**src/rtl/seg_pkg.sv**
```systemverilog
// Shared constants for the multiplexed 4-digit seven-segment scanner.
package seg_pkg;
  localparam int          DIGITS  = 4;
  localparam int          IDX_W   = 2;
  localparam logic [3:0]  SEL_OFF = 4'b1111;
endpackage

```
**src/rtl/seg_scan.sv**
```systemverilog
// Time-multiplexed 4-digit display scanner with dead-time blanking,
// frame-synchronous input shadowing and optional leading-zero suppression.
module seg_scan
  import seg_pkg::*;
#(
  parameter int SCAN_DIV = 50000,
  parameter int DEAD_CYC = 500
) (
  input  logic        sys_clk,
  input  logic        sys_rst,
  input  logic [15:0] disp_data,
  input  logic [3:0]  disp_dp,
  input  logic        disp_en,
  input  logic        lz_en,
  output logic [3:0]  seg_data,
  output logic [3:0]  seg_sel,
  output logic        seg_dp,
  output logic        frame_done
);

  localparam int CNT_W = $clog2(SCAN_DIV);

  logic [CNT_W-1:0] slot_cnt_q, slot_cnt_d;
  logic [IDX_W-1:0] idx_q, idx_d;
  logic [15:0]      shadow_q, shadow_d;
  logic [3:0]       shadow_dp_q, shadow_dp_d;
  logic             shadow_lz_q, shadow_lz_d;
  logic [3:0]       seg_data_q, seg_data_d;
  logic [3:0]       seg_sel_q, seg_sel_d;
  logic             seg_dp_q, seg_dp_d;
  logic             frame_done_q, frame_done_d;

  logic             wrap_slot;
  logic             frame_load;
  logic             lit;
  logic [3:0]       blank_vec;

  always_comb begin
    wrap_slot   = (slot_cnt_q == CNT_W'(SCAN_DIV - 1));
    frame_load  = wrap_slot && (idx_q == IDX_W'(DIGITS - 1));
    slot_cnt_d  = wrap_slot ? '0 : slot_cnt_q + CNT_W'(1);
    idx_d       = wrap_slot ? idx_q + IDX_W'(1) : idx_q;

    shadow_d    = frame_load ? disp_data : shadow_q;
    shadow_dp_d = frame_load ? disp_dp   : shadow_dp_q;
    shadow_lz_d = frame_load ? lz_en     : shadow_lz_q;

    // A digit is blankable only if it and every digit above it are zero
    // with no decimal point requested; digit 0 always stays lit.
    blank_vec    = 4'b0000;
    blank_vec[3] = shadow_lz_d && (shadow_d[15:12] == 4'h0) && !shadow_dp_d[3];
    for (int i = DIGITS - 2; i >= 1; i--) begin
      blank_vec[i] = blank_vec[i+1] && (shadow_d[4*i +: 4] == 4'h0) && !shadow_dp_d[i];
    end

    lit = disp_en && (slot_cnt_d >= CNT_W'(DEAD_CYC)) && !blank_vec[idx_d];

    seg_data_d   = shadow_d[{idx_d, 2'b00} +: 4];
    seg_sel_d    = lit ? ~(4'b0001 << idx_d) : SEL_OFF;
    seg_dp_d     = lit ? ~shadow_dp_d[idx_d] : 1'b1;
    frame_done_d = frame_load;
  end

  always_ff @(posedge sys_clk) begin
    if (sys_rst) begin
      slot_cnt_q   <= '0;
      idx_q        <= '0;
      shadow_q     <= '0;
      shadow_dp_q  <= '0;
      shadow_lz_q  <= 1'b0;
      seg_data_q   <= 4'h0;
      seg_sel_q    <= SEL_OFF;
      seg_dp_q     <= 1'b1;
      frame_done_q <= 1'b0;
    end else begin
      slot_cnt_q   <= slot_cnt_d;
      idx_q        <= idx_d;
      shadow_q     <= shadow_d;
      shadow_dp_q  <= shadow_dp_d;
      shadow_lz_q  <= shadow_lz_d;
      seg_data_q   <= seg_data_d;
      seg_sel_q    <= seg_sel_d;
      seg_dp_q     <= seg_dp_d;
      frame_done_q <= frame_done_d;
    end
  end

  assign seg_data   = seg_data_q;
  assign seg_sel    = seg_sel_q;
  assign seg_dp     = seg_dp_q;
  assign frame_done = frame_done_q;

endmodule
```
**config.mk**
```make
export PLATFORM = sky130hd
export DESIGN_NAME = seg_scan
export DESIGN_NICKNAME = d
export VERILOG_FILES = /design/src/rtl/seg_pkg.sv /design/src/rtl/seg_scan.sv
export SDC_FILE = /design/constraint.sdc
export NUM_CORES = 1
export LEC_CHECK = 0
export CAP_MARGIN = 20
export CORE_MARGIN = 1.5
export CORE_UTILIZATION = 50
export DETAILED_ROUTE_END_ITERATION = 12
export HOLD_SLACK_MARGIN = 0.1
export PLACE_DENSITY = 0.81
export SYNTH_ARGS = -nofsm -noshare
export SYNTH_HDL_FRONTEND = slang
export SYNTH_SLANG_ARGS = --single-unit
```
**constraint.sdc**
```tcl
create_clock -name sys_clk -period 2.6 [get_ports sys_clk]
set_clock_uncertainty 0.2 [all_clocks]
set_input_delay 0.52 -clock sys_clk [delete_from_list [all_inputs] [get_ports sys_clk]]
set_output_delay 0.52 -clock sys_clk [all_outputs]
set_load 0.01 [all_outputs]
```
---- Yosys cells after proc, flatten, opt, wreduce, memory -nomap -nowiden ----
Index checks and enable logic that the tools add are counted.
W data, S select, Z words.
cells by class
  $lt $le $gt $ge ......................... 2
  reductions and logical operators ........ 17
  mux-type cells .......................... 9
  shift operators ......................... 2
  eq/ne operators ......................... 2
  add/sub/neg operators ................... 2
  bitwise operators ....................... 3
operator list
  operator                 count
  $mux W16                 2
  $add A16 B1 Y16 const B  1
  $eq A16 B16 Y1 const B   1
  $ge A16 B9 Y1 const B    1
  $shiftx A16 B5 Y4        1
  $logic_not A4 Y1         3
  $logic_and A1 B1 Y1      9
  $bmux W1 S2              2
  $logic_not A1 Y1         4
  $mux W4                  1
  $not A4 Y4               1
  $shl A1 B2 Y4 const A    1
  $lt A2 B3 Y1 const B     1
  $mux W1                  3
  $add A2 B1 Y2 const B    1
  $eq A2 B2 Y1 const B     1
  $mux W2                  1
  $not A1 Y1               2
  $reduce_or A2 Y1         1
storage, ports and cells
  output and inout bits ................... 10
  input bits .............................. 24
  word-level logic and storage cells ...... 46
  register bits ........................... 49

---- Logic depth before layout (Yosys ltp) ----
  word-level depth ........................ 16
  depth in mapped cells ................... 10
  gate-level depth less buffers ........... 8

---- Least setup slack after synthesis ----
OpenSTA, ideal clock, no wires.
  path kind ............................... reg2reg
  start ................................... register slot_cnt_q[0]
  end ..................................... register seg_data_q[1], in the netlist seg_data[1]
  data required time ...................... 2.278 ns
  buffers on the path ..................... 1
  stages on the path, launching flop included .. 9
  setup slack ............................. -0.154 ns
  setup time .............................. 0.122 ns
  clock period less this slack ............ 2.754 ns
  data arrival time ....................... 2.432 ns
  cell sequence ........................... dfxtp_1 -> ha_1 -> clkbuf_1 -> nand3_1 -> nor4_4 -> mux2i_1 -> mux2i_1 -> nor4_1 -> a311o_1
between the ends
  word-level cells in the longest chain between the ends .. 4
  elaborated cells between the ends (all ways) .. 5
  those cells by class .................... eq/ne (1); shift (1); mux (2); reduce/logical (1)
ends and longest elaborated chain
  item                    RTL line        RTL
  start, declared         seg_scan.sv:23  logic [CNT_W-1:0] slot_cnt_q, slot_cnt_d;
  start signal, assigned  seg_scan.sv:76  slot_cnt_q <= slot_cnt_d;
  $eq A16 B16 Y1 (*)      seg_scan.sv:39  wrap_slot = (slot_cnt_q == CNT_W'(SCAN_DIV - 1));
  $logic_and A1 B1 Y1     seg_scan.sv:40  frame_load = wrap_slot && (idx_q == IDX_W'(DIGITS - 1));
  $mux W16                seg_scan.sv:44  shadow_d = frame_load ? disp_data : shadow_q;
  $shiftx A16 B5 Y4 (*)   seg_scan.sv:58  seg_data_d = shadow_d[{idx_d, 2'b00} +: 4];
  end signal, assigned    seg_scan.sv:81  seg_data_q <= seg_data_d;
  end, declared           seg_scan.sv:28  logic [3:0] seg_data_q, seg_data_d;
Every way passes the cells marked *; elsewhere a longest branch is shown, timed or not.
A chain may end at the register's enable or synchronous reset.

---- Worst setup path after layout ----
  start ................................... register slot_cnt_q[11]
  end ..................................... register seg_data_q[1], in the netlist seg_data[1]
Same word-level chain as after synthesis.

==> qor.txt <==
Status: complete, no violations
Longest Clk Path Bufs: 2
Post-synth top area share: 36.8%
Final setup violating endpoints: 0
Nets: 400
Latest clock arrival within the worst-skew pair: 0.30 ns
Row cnt: 26
Clock buffer count from CTS: 5
CTS Sinks: 49
Die Width: 76.0 um
Yosys warnings: 0
Worst setup path end: seg_data[1]
Final RePlAce weighted congestion: 0.874
CP Capture Type: register
DRT Pass-1 Iters: 4
# fillers: 466
Static Leak: 1.11 nW
Die ar.: 5780 sq um
RSZ-0062 raised after global routing: yes
Worst-margin pin slew: 0.546 ns
NetSw: 0.000301 W
Area after DPL: 3150 sq um
H-tree depth: 2
Reg-to-reg endpoint: seg_data[1]
I/O pin total: 34
Post-DP HPWL: 4740 um
PD cells: 451 nW/um^2
Count of different cell masters after synthesis: 51
Reg-to-reg startpoint: slot_cnt_q[11]
Cell taking the most area after synthesis: dfxtp_1
Fmax: 395 MHz
Clock Power Share: 42.9%
Worst EP required: 2.59 ns
Post-synth EDFFs: 0
Internal power: 0.00118 W
Antenna viol nets, final: 0
Antenna violations before repair: 0
Netlist Area Pre-Place: 2670 sq um
Remaining Overflow, GRT: 0
FF-to-FF path depth: 6
Final std cells w/o fill: 445
Pre-CTS setup slack: 0.134 ns
R2r setup slk: 0.07 ns
Min Tclk post-route: 2.53 ns
Routed wire length per instance: 14.7 um
CTS Root Buffer Type: clkbuf_8
Syn-to-layout area delta: 23.3%
Diodes inserted: 0
CP Max Fanout: 5
Sequential power share: 51.1%
Die height: 76.0 um
Routed wire length: 6560 um
Pins Over Slew Limit: 0
Cell count after synthesis: 339
Comb power frac: 6.1%
Initial DRC count: 230
CTS clock-pin slew for the worst setup and hold paths: 0.09 ns
Post-CTS Repair Setup Buffers: 0
Drt via density: 5.78
Vias in the first global route: 2328
Max-cap viol count: 0
Worst setup path start: slot_cnt_q[11]
Syn_nets: 365
Final setup margin: 0.0676 ns
Initial core utilization: 51.9%
Final worst path period share: 97.4%
Startpoint Class: register
DRC: 0
Seq/Total Area, Yosys: 36.8%
Vias: 2571
Switching Share: 20.3%
Worst EP arrival: 2.52 ns
Core region area: 5140 sq um
First-pass GRT wire length: 11200 um
Async SR Flop Fraction: 0%
Flops & latches, synth: 49
Syn avg cell area: 7.87 sq um
Dominant cells by area after synthesis: dfxtp_1 37%, nand2_1 8.3%, a21oi_1 4.5%, nor2_1 3.9%, xnor2_1 3.6%
Layout cells sized above 1: 10.7%
VDD IR max: 291 uV
Placed cell count: 437
Prevailing post-synth register cell: dfxtp_1
Slew HR: 63.3%
GR Util All Layers: 23.9%
Largest net degree at the start of global routing: 36
Port bufs: 33
Fin. Hold Viols: 0
CTS tree: yes
Crit path kind: reg -> reg
Hold Crit Class: reg -> reg
Design area: 3290 sq um
==> area by class of cell <==
type / instances / area (sq um) / share of cell area [%]
Multi-Input combinational cell: 259 / 1580 / 47.9
Sequential cell: 49 / 982 / 29.9
Timing Repair Buffer: 51 / 478 / 14.5
Tap cell: 70 / 87.6 / 2.66
Clock buffer: 5 / 68.8 / 2.09
Clock inverter: 3 / 65.1 / 1.98
Inverter: 8 / 30.0 / 0.913
==> cell families (layout without fill, tap and decap cells) <==
kind of cell               count (synthesis)  after routing  share of synthesized area (%)
AOI/OAI and AO/OA                         70             70                           16.1
muxes                                     16             16                           6.75
DFF                                       49             49                           36.8
and+or+nand+nor                          156            156                           29.9
adders and majority gates                  2              2                          0.938
xor gates and xnor gates                  15             15                           4.92
buffers and inverters                     31             67                           4.55
==> critical path, stage by stage, from the launching register on <==
cell     delay [ns]
dfxtp_1        0.37
or3_4          0.44
nor4_4         0.42
mux2i_2        0.37
mux2i_1        0.22
nor4_1         0.06
a311o_1        0.34
==> metrics by stage <==
stage          hold WS, ns  util, %  power (W)  setup TNS, ns
5_1_grt              0.292     64.0    0.00154        -0.0261
2_1_floorplan        0.227        -   0.000807              0
4_1_cts              0.264     63.8    0.00149              0
3_5_place_dp         0.251     61.2   0.000864              0
6_report             0.263     64.0    0.00148              0
3_3_place_gp         0.246     61.2   0.000863              0
==> cells in the mapped netlist (3+ instances only) <==
cell type	n
o21ai_0	14
or3_1	3
clkbuf_1	17
o211ai_1	4
nand4b_1	3
a21oi_1	24
dfxtp_1	49
xnor2_1	11
nor3b_1	4
mux2_2	6
nand4_1	6
a211oi_1	7
inv_1	8
nand2b_1	3
buf_2	4
mux2i_1	9
nor4_1	5
or4_1	4
o21ai_1	6
nor2_1	28
nand3_1	9
nor3_1	8
nor2b_1	8
nand2_1	59
nand3b_1	4
xor2_1	4
==> state kept, by name (all words and copies together), names as in the netlist <==
register / flops
shadow_q: 16
seg_sel: 4
idx_q: 2
seg_data: 4
slot_cnt_q: 16
shadow_dp_q: 4
seg_dp: 1
frame_done: 1
shadow_lz_q: 1
==> layout by cell type, fill, tap and decap left out, types with 3 or more instances in the layout <==
cell             netlist  layout
a211oi_1               7       7
a21oi_1               24      24
buf_4                  0      17
clkbuf_8               0       5
clkdlybuf4s50_1        0      33
dfxtp_1               49      48
inv_1                  8       8
mux2_2                 6       6
mux2i_1                9       8
nand2_1               59      59
nand2b_1               3       3
nand3_1                9       9
nand3b_1               4       4
nand4_1                6       6
nand4b_1               3       3
nor2_1                28      28
nor2b_1                8       8
nor3_1                 8       8
nor3b_1                4       4
nor4_1                 5       5
o211ai_1               4       4
o21ai_0               14      14
o21ai_1                6       6
or3_1                  3       3
or4_1                  4       4
xnor2_1               11      10
xor2_1                 4       4
==> power groups by stage <==
stage,Sequential [W],Clock [W],Combinational (W)
final,0.000758,0.000636,0.0000898
after CTS,0.000758,0.000648,0.0000889
after global routing,0.000759,0.000679,0.0000974
after global placement,0.000775,0,0.0000879
after floorplan,0.000776,0,0.0000311
after detailed placement,0.000775,0,0.0000888
==> routing by layer <==
layer  wire length (um)  vias to the layer above  GRT usage, %
met5                  0                        -             0
met4                 79                        0          7.96
met3                440                        6          3.83
met2               2980                       93          36.5
met1               3060                     1201          34.4
li1                   -                     1271             -
==> repair_timing <==
action,in CTS,in global routing
resized for setup,0,2
endpoints found under the setup margin,0,2
hold buffers,0,0
==> worst min-delay path by stage <==
stage               cells past startpoint   startpoint     endpoint  slack (ns)
global route                            2  shadow_q[3]  shadow_q[3]        0.29
floorplan                               2  shadow_lz_q  shadow_lz_q        0.23
global placement                        2  shadow_q[3]  shadow_q[3]        0.25
CTS                                     2  shadow_q[3]  shadow_q[3]        0.26
detailed placement                      2  shadow_q[3]  shadow_q[3]        0.25
finish                                  2  shadow_q[3]  shadow_q[3]        0.26
Power figures use the tool's default switching activity.
